==> config.mk <==
export PLATFORM = sky130hd
export DESIGN_NAME = core_sequencer
export DESIGN_NICKNAME = d
export VERILOG_FILES = /design/src/rtl/core_seq_pkg.sv /design/src/rtl/seq_timer.sv /design/src/rtl/core_sequencer.sv
export SDC_FILE = /design/constraint.sdc
export NUM_CORES = 1
export LEC_CHECK = 0
export CORE_MARGIN = 5
export CORE_UTILIZATION = 51
export CTS_CLUSTER_DIAMETER = 50
export DETAILED_ROUTE_END_ITERATION = 6
export GPL_TIMING_DRIVEN = 0
export HOLD_SLACK_MARGIN = 0.02
export PLACE_DENSITY = 0.91
export SYNTH_ARGS = -nofsm -noshare
export SYNTH_HDL_FRONTEND = slang
export SYNTH_SLANG_ARGS = --single-unit
==> constraint.sdc <==
create_clock -name i_clk -period 2.97 [get_ports i_clk]
set_input_delay 0.891 -clock i_clk [delete_from_list [all_inputs] [get_ports i_clk]]
set_output_delay 0.891 -clock i_clk [all_outputs]
set_load 0.05 [all_outputs]
==> src/rtl/core_seq_pkg.sv <==
// Shared types and constants for the multi-cycle sequencer.
// States, next-PC select codes and trap-cause codes.
package core_seq_pkg;

  typedef enum logic [2:0] {
    S_FETCH,
    S_DECODE,
    S_EXEC,
    S_MEM,
    S_WB,
    S_HALT,
    S_TRAP
  } seq_state_e;

  localparam logic [1:0] PC_SEL_SEQ   = 2'b00;
  localparam logic [1:0] PC_SEL_PCIMM = 2'b01;
  localparam logic [1:0] PC_SEL_JALR  = 2'b10;

  localparam logic [1:0] TRAP_NONE    = 2'b00;
  localparam logic [1:0] TRAP_ILLEGAL = 2'b01;
  localparam logic [1:0] TRAP_IF_TO   = 2'b10;
  localparam logic [1:0] TRAP_DM_TO   = 2'b11;

endpackage

==> src/rtl/seq_timer.sv <==
// Handshake wait timer: clr zeroes it, en counts up, saturating at TIMEOUT.
// Ports: i_clk, clr, en in; expired out (count equals TIMEOUT, pre-increment).
module seq_timer #(
  parameter int TIMEOUT = 255,
  parameter int TMR_W   = 8
) (
  input  logic i_clk,
  input  logic clr,
  input  logic en,
  output logic expired
);

  localparam logic [TMR_W-1:0] LIMIT = TMR_W'(TIMEOUT);

  logic [TMR_W-1:0] cnt_q;
  logic [TMR_W-1:0] cnt_d;

  always_comb begin
    cnt_d = cnt_q;
    if (clr) begin
      cnt_d = '0;
    end else if (en && (cnt_q != LIMIT)) begin
      cnt_d = cnt_q + TMR_W'(1);
    end
  end

  always_ff @(posedge i_clk) begin
    cnt_q <= cnt_d;
  end

  assign expired = (cnt_q == LIMIT);

endmodule

==> src/rtl/core_sequencer.sv <==
// Multi-cycle FETCH/DECODE/EXEC/MEM/WB control sequencer with halt and trap.
// Ports: clock/reset, memory acks, decoder enables in; strobes, PC select, status out.
module core_sequencer
  import core_seq_pkg::*;
#(
  parameter int TIMEOUT = 255,
  parameter int TMR_W   = 8,
  parameter int CNT_W   = 32
) (
  input  logic             i_clk,
  input  logic             i_reset,
  input  logic             i_if_ack,
  input  logic             i_insn_vld,
  input  logic             i_reg_we,
  input  logic             i_mem_re,
  input  logic             i_mem_we,
  input  logic             i_pc_src_branch,
  input  logic             i_pc_src_jal,
  input  logic             i_pc_src_jalr,
  input  logic             i_br_taken,
  input  logic             i_dmem_ack,
  input  logic             i_halt,
  output logic             o_if_req,
  output logic             o_ir_we,
  output logic             o_dmem_req,
  output logic             o_dmem_we,
  output logic             o_rf_we,
  output logic             o_pc_we,
  output logic [1:0]       o_pc_sel,
  output logic             o_retire,
  output logic [CNT_W-1:0] o_retire_cnt,
  output logic             o_halted,
  output logic             o_trap,
  output logic [1:0]       o_trap_cause
);

  seq_state_e       state_q, state_d;
  logic [1:0]       cause_q, cause_d;
  logic [CNT_W-1:0] cnt_q, cnt_d;

  logic       expired;
  logic       tmr_en;
  logic       tmr_clr;
  logic       if_req, ir_we, dmem_req, dmem_we;
  logic       rf_we, pc_we, retire;
  logic [1:0] pc_sel;

  assign tmr_en  = (state_q == S_FETCH) || (state_q == S_MEM);
  // Any state change restarts the wait budget for the next state.
  assign tmr_clr = i_reset || (state_d != state_q) || !tmr_en;

  seq_timer #(
    .TIMEOUT(TIMEOUT),
    .TMR_W  (TMR_W)
  ) u_timer (
    .i_clk  (i_clk),
    .clr    (tmr_clr),
    .en     (tmr_en),
    .expired(expired)
  );

  always_comb begin
    state_d  = state_q;
    cause_d  = cause_q;
    cnt_d    = cnt_q;
    if_req   = 1'b0;
    ir_we    = 1'b0;
    dmem_req = 1'b0;
    dmem_we  = 1'b0;
    rf_we    = 1'b0;
    pc_we    = 1'b0;
    retire   = 1'b0;
    pc_sel   = PC_SEL_SEQ;
    unique case (state_q)
      S_FETCH: begin
        if_req = 1'b1;
        // An ack on the expiry cycle still completes the fetch.
        if (i_if_ack) begin
          ir_we   = 1'b1;
          state_d = S_DECODE;
        end else if (expired) begin
          state_d = S_TRAP;
          cause_d = TRAP_IF_TO;
        end
      end
      S_DECODE: begin
        if (!i_insn_vld) begin
          state_d = S_TRAP;
          cause_d = TRAP_ILLEGAL;
        end else begin
          state_d = S_EXEC;
        end
      end
      S_EXEC: begin
        state_d = (i_mem_re || i_mem_we) ? S_MEM : S_WB;
      end
      S_MEM: begin
        dmem_req = 1'b1;
        dmem_we  = i_mem_we;
        if (i_dmem_ack) begin
          state_d = S_WB;
        end else if (expired) begin
          state_d = S_TRAP;
          cause_d = TRAP_DM_TO;
        end
      end
      S_WB: begin
        rf_we  = i_reg_we;
        pc_we  = 1'b1;
        retire = 1'b1;
        cnt_d  = cnt_q + CNT_W'(1);
        if (i_pc_src_jalr) begin
          pc_sel = PC_SEL_JALR;
        end else if (i_pc_src_jal || (i_pc_src_branch && i_br_taken)) begin
          pc_sel = PC_SEL_PCIMM;
        end
        state_d = i_halt ? S_HALT : S_FETCH;
      end
      S_HALT: begin
        if (!i_halt) begin
          state_d = S_FETCH;
        end
      end
      S_TRAP: begin
        state_d = S_TRAP;
      end
      default: begin
        state_d = S_FETCH;
      end
    endcase
  end

  always_ff @(posedge i_clk) begin
    if (i_reset) begin
      state_q <= S_FETCH;
      cause_q <= TRAP_NONE;
      cnt_q   <= '0;
    end else begin
      state_q <= state_d;
      cause_q <= cause_d;
      cnt_q   <= cnt_d;
    end
  end

  // Reset abandons the current instruction in the same cycle.
  assign o_if_req     = if_req & ~i_reset;
  assign o_ir_we      = ir_we & ~i_reset;
  assign o_dmem_req   = dmem_req & ~i_reset;
  assign o_dmem_we    = dmem_we & ~i_reset;
  assign o_rf_we      = rf_we & ~i_reset;
  assign o_pc_we      = pc_we & ~i_reset;
  assign o_retire     = retire & ~i_reset;
  assign o_pc_sel     = i_reset ? PC_SEL_SEQ : pc_sel;
  assign o_retire_cnt = i_reset ? '0 : cnt_q;
  assign o_halted     = ~i_reset & (state_q == S_HALT);
  assign o_trap       = ~i_reset & (state_q == S_TRAP);
  assign o_trap_cause = i_reset ? TRAP_NONE : cause_q;

endmodule

; ---- After elaboration in Yosys (flattened, before gate mapping)
; Cells that the tools add are included.
; W data, S select, Z words.
[op_classes]
addsub = 2
n_mul = 0
n_div = 0
magnitude_cmp = 0
n_eq_ne = 14
shifts = 0
n_mux = 27
bitwise_logic = 9
reduce_logical = 11
[op_table]
columns = op, n
row1 = $add A32 B1 Y32 const B, 1
row2 = $mux W32, 1
row3 = $mux W3, 7
row4 = $pmux W3 S7, 1
row5 = $mux W2, 9
row6 = $ne A2 B2 Y1 const B, 5
row7 = $eq A3 B3 Y1 const B, 3
row8 = $add A8 B1 Y8 const B, 1
row9 = $and A1 B1 Y1, 8
row10 = $eq A8 B8 Y1 const B, 1
row11 = $mux W1, 8
row12 = $ne A8 B8 Y1 const B, 1
row13 = $eq A3 B2 Y1 const B, 2
row14 = $pmux W2 S3, 1
row15 = $reduce_and A6 Y1, 1
row16 = $logic_or A1 B1 Y1, 5
row17 = $eq A3 B1 Y1 const B, 1
row18 = $logic_not A3 Y1, 1
row19 = $ne A3 B3 Y1, 1
row20 = $reduce_bool A3 Y1, 1
row21 = $logic_and A1 B1 Y1, 2
row22 = $logic_not A1 Y1, 1
row23 = $not A1 Y1, 1
[word_totals]
regBits = 45
latch_bits = 0
mem_bits_rw = 0
romBits = 0
output_inout_bits = 45
wordCells = 67
mem_count = 0

; ---- Longest topological paths before layout
[logic_depth]
ltp_word = 7
mapped_depth = 6
mapped_depth_nobuf = 5

; ---- Cells and area by module
; Synthesis repeated with hierarchy kept, for this count alone.
[unflattened]
cells_unflattened = 332
hier_area_um2 = 2646.3
[by_module_without_submodules]
columns = mod, n_inst, cells_per_inst, area_each_um2, seq_area_each_um2
row1 = core_sequencer, 1, 281, 2189.6, 740.7
row2 = seq_timer, 1, 51, 456.7, 160.2

; ---- Worst setup path before layout
; OpenSTA, ideal clock, no wires.
[synth_path]
path_type = input to output
from = in i_reset
to = out o_ir_we
arrival_time_ps = 3170
required_ps = 2079
setup_slack_ps = -1091
path_stages = 3
n_path_buf = 1
path_cell_list = clkbuf_1 nor4_1 and2_1
[synth_via]
elab_chain_len = 2
[synth_rtl]
columns = item, line_no
row1 = "start, declared", core_sequencer.sv:11  ; input logic i_reset,
row2 = $not A1 Y1, core_sequencer.sv:147  ; assign o_ir_we = ir_we & ~i_reset;
row3 = $and A1 B1 Y1, core_sequencer.sv:147
row4 = "end, declared", core_sequencer.sv:24  ; output logic o_ir_we,
; Every way passes these cells.

; ---- Worst setup path in the final report
[layout_path]
from = in i_reset
to = out o_trap_cause[0]
[layout_via]
elab_chain_len = 1
[layout_rtl]
columns = item, line_no
row1 = $mux W2, core_sequencer.sv:157  ; assign o_trap_cause = i_reset ? TRAP_NONE : cause_q;
row2 = "end, declared", core_sequencer.sv:34  ; output logic [1:0] o_trap_cause
; Every way passes these cells.

==> summary.md <==
| Metric | Value |
|---|---|
| Final wirelength | 7140 um |
| I/O pins | 58 |
| Synth cell types | 52 |
| Overall Global Routing Usage | 0.211 |
| Final Critical Period | 2.94 ns |
| Worst-path maximum fanout | 10 |
| GPL Wtd Cong | 0.935 |
| Design area | 3450 um2 |
| Vias in the first global route | 2519 |
| Pre-CTS setup slack | -1.50 ns |
| Initial DRC count | 205 |
| Vias/cell | 5.86 |
| Worst-path cell chain | clkdlybuf4s15_2 -> clkbuf_8 -> buf_4 -> nor2b_1 -> clkdlybuf4s18_2 |
| Power Density | 422 nW/um2 |
| Via count | 2671 |
| DR WL/cell | 15.6 um |
| Part of the cycle the worst path needs | 0.990 |
| Relative max-transition margin | 0.528 |
| Internal power | 1.00 mW |
| Critical path's slowest cell | clkdlybuf4s18_2 |
| NetSw | 0.451 mW |
| Number of nets with antenna violations after routing | 0 |
| Die Y | 82.3 um |
| Final setup viols | 0 |
| Most frequent cell after synthesis | dfxtp_1 |
| Clock Latency Late Sink | 0.31 ns |
| Total number of yosys warnings | 0 |
| DR pass1 iterations | 5 |
| Mapped Nets | 333 |
| Fin. Hold Viols | 0 |
| Kind of critical path | input pin to output port |
| Yosys reg bits | 45 |
| Layout cells sized above 1 | 0.256 |
| Mean Syn Cell Area | 8.38 um2 |
| Worst-path clk slew | 0.09 ns |
| Main synth FF type | dfxtp_1 |
| Port-buffer cells | 57 |
| Die Area | 6770 um2 |
| Clock tree buffer depth | 2 |
| CP required | 2.08 ns |
| Lkg Pwr | 1.27 nW |
| Sequential area share after synthesis | 0.338 |
| Sequential power share | 0.436 |
| Max Slew Vio Count | 0 |
| # diodes | 0 |
| Root buffer cell | clkbuf_8 |
| CTS buffer count | 5 |
| Gate power share | 0.233 |
| CP Capture Type | output port |
| Area grow syn2layout | 29.3% |
| Met2 Track Usage GR | 0.373 |
| Clock Power Share | 0.331 |
| Data arrival, critical path | 2.05 ns |
| Post-synth EDFFs | 0 |
| Placed instance area | 3380 um2 |
| CP Launch Type | input pin |
| Die Span X | 82.3 um |
| Clk sink count | 45 |
| Pin count of the biggest net entering global routing | 16 |
| First-pass GRT wire length | 11300 um |
| Outcome | finished clean |
| Std cell rows | 26 |
| Initial core utilization | 0.522 |
| Total power | 1.45 mW |
| Max stage delay on crit path | 0.39 ns |
| Critical path's top delay family | buffers and inverters |
| CTS tree | yes |
| Async SR Flop Fraction | 0 |
| Total Nets Final | 400 |
| GRT overflow | 0 |
| Clock Skew | 0.0152 ns |
| Synth Instances | 318 |
| Final setup TNS | 0 ns |
| VDD IR max | 0.270 mV |
| Core Area | 5110 um2 |
| Highest Clock Rate | 340 MHz |
| WP buf/inv | 4 |
| Final setup margin | 0.0306 ns |
| Yosys top cell by area | dfxtp_1 |
| Max cap viols | 0 |
| Switching Fraction | 0.310 |
| H-Tree Depth | 2 |
| Synth top cells by count | 45 x dfxtp_1, 34 x nor2b_1, 32 x nor2_1 |
| Number of remaining DRC errors | 0 |
| RSZ-0062 raised after global routing | no |
| Tightest Hold Check Type | register to register |
| GR peak layer | met2 |
| Mapped Area | 2670 um2 |
| Hold-fix buffers, CTS | 0 |
| Dpl hpwl | 5110 um |
| Synth top area cells | dfxtp_1 34%, nor2b_1 8.0%, mux2_2 5.1%, nor2_1 4.5%, nor3_1 3.0% |
| GRT met3 Usage | 0.0380 |
| Worst slew pin tran | 0.706 ns |
| Yosys top cell area share | 0.338 |
| Worst hold slack | 0.487 ns |
| GR Util met1 | 0.254 |
| Initial antenna violation count | 0 |
[worst reg2reg max path: stages (launching register included)]
cell and delay [ns]:
dfxtp_1 0.42, ha_1 0.24, and4_1 0.20, clkbuf_1 0.28
nand2_1 0.18, o311ai_2 0.63, nor4_1 0.12
[layout make-up]
cell class | instances | area (um2)
Clock inverter | 3 | 46.3
Timing Repair Buffer | 60 | 484
Clock buffer | 5 | 68.8
Buffer | 20 | 139
Sequential cell | 45 | 901
Fill cell | 454 | 1660
Multi-Input combinational cell | 248 | 1700
Tap cell | 70 | 87.6
Inverter | 5 | 18.8
[per-stage QoR]
| step | cells | util |
|---|---|---|
| after floorplan | 318 | - |
| after global placement | 445 | 0.663 |
| after detailed placement | 445 | 0.663 |
| after CTS | 456 | 0.698 |
| after global routing | 456 | 0.675 |
| final | 456 | 0.675 |
[cells in the final DEF (no fill, tap or decap), types with 8 or more instances in the layout]
cell type / n
nor3_1: 16
dfxtp_1: 45
buf_2: 19
nor2b_1: 33
nand3_1: 15
xor2_1: 9
nand2_1: 16
mux2_2: 12
a21oi_1: 14
o21ai_0: 8
clkdlybuf4s15_2: 14
clkbuf_2: 11
nor2_1: 31
nand4_1: 10
clkdlybuf4s50_1: 11
[routing by layer]
metal	wire, um	part of all wire	vias up
met3	483	0.068	16
met5	0	0	-
met2	3550	0.50	113
met1	2990	0.42	1254
met4	107	0.015	0
li1	-	-	1288
[kinds of logic after synthesis]
group           after synthesis  share of synthesized area
flops                        45                      0.338
mux                          14                     0.0582
xor+xnor                     15                     0.0493
simple gates                173                      0.379
fa+ha+maj                     2                    0.00939
buf+inv                      25                     0.0502
compound gates               44                      0.115
[timing repair]
action                                  CTS  global route
setup buffers                             3             0
resized for setup                       147            43
pin swaps                                 1             0
endpoints found under the setup margin   45            32
[flip-flops by register name, indices dropped and copies added (netlist names)]
register,count
cause_q,2
cnt_q,32
u_timer.cnt_q,8
state_q,3
[path summary, 6_finish.rpt]
kind,endpoint,cells past startpoint,from,slack (ns)
max reg2reg,u_timer.cnt_q[7],6,u_timer.cnt_q[0],0.79
min,cause_q[1],2,cause_q[1],0.49
max,o_trap_cause[0],5,i_reset,0.03
min reg2reg,cause_q[1],2,cause_q[1],0.49
[power by group through the flow]
stage	clock, mW	combinational [mW]	sequential (mW)
final	0.481	0.339	0.633
after floorplan	0	0.248	0.643
after global placement	0	0.325	0.646
after CTS	0.483	0.338	0.633
after detailed placement	0	0.330	0.647
after global routing	0.511	0.364	0.635
Power figures use the tool's default switching activity.
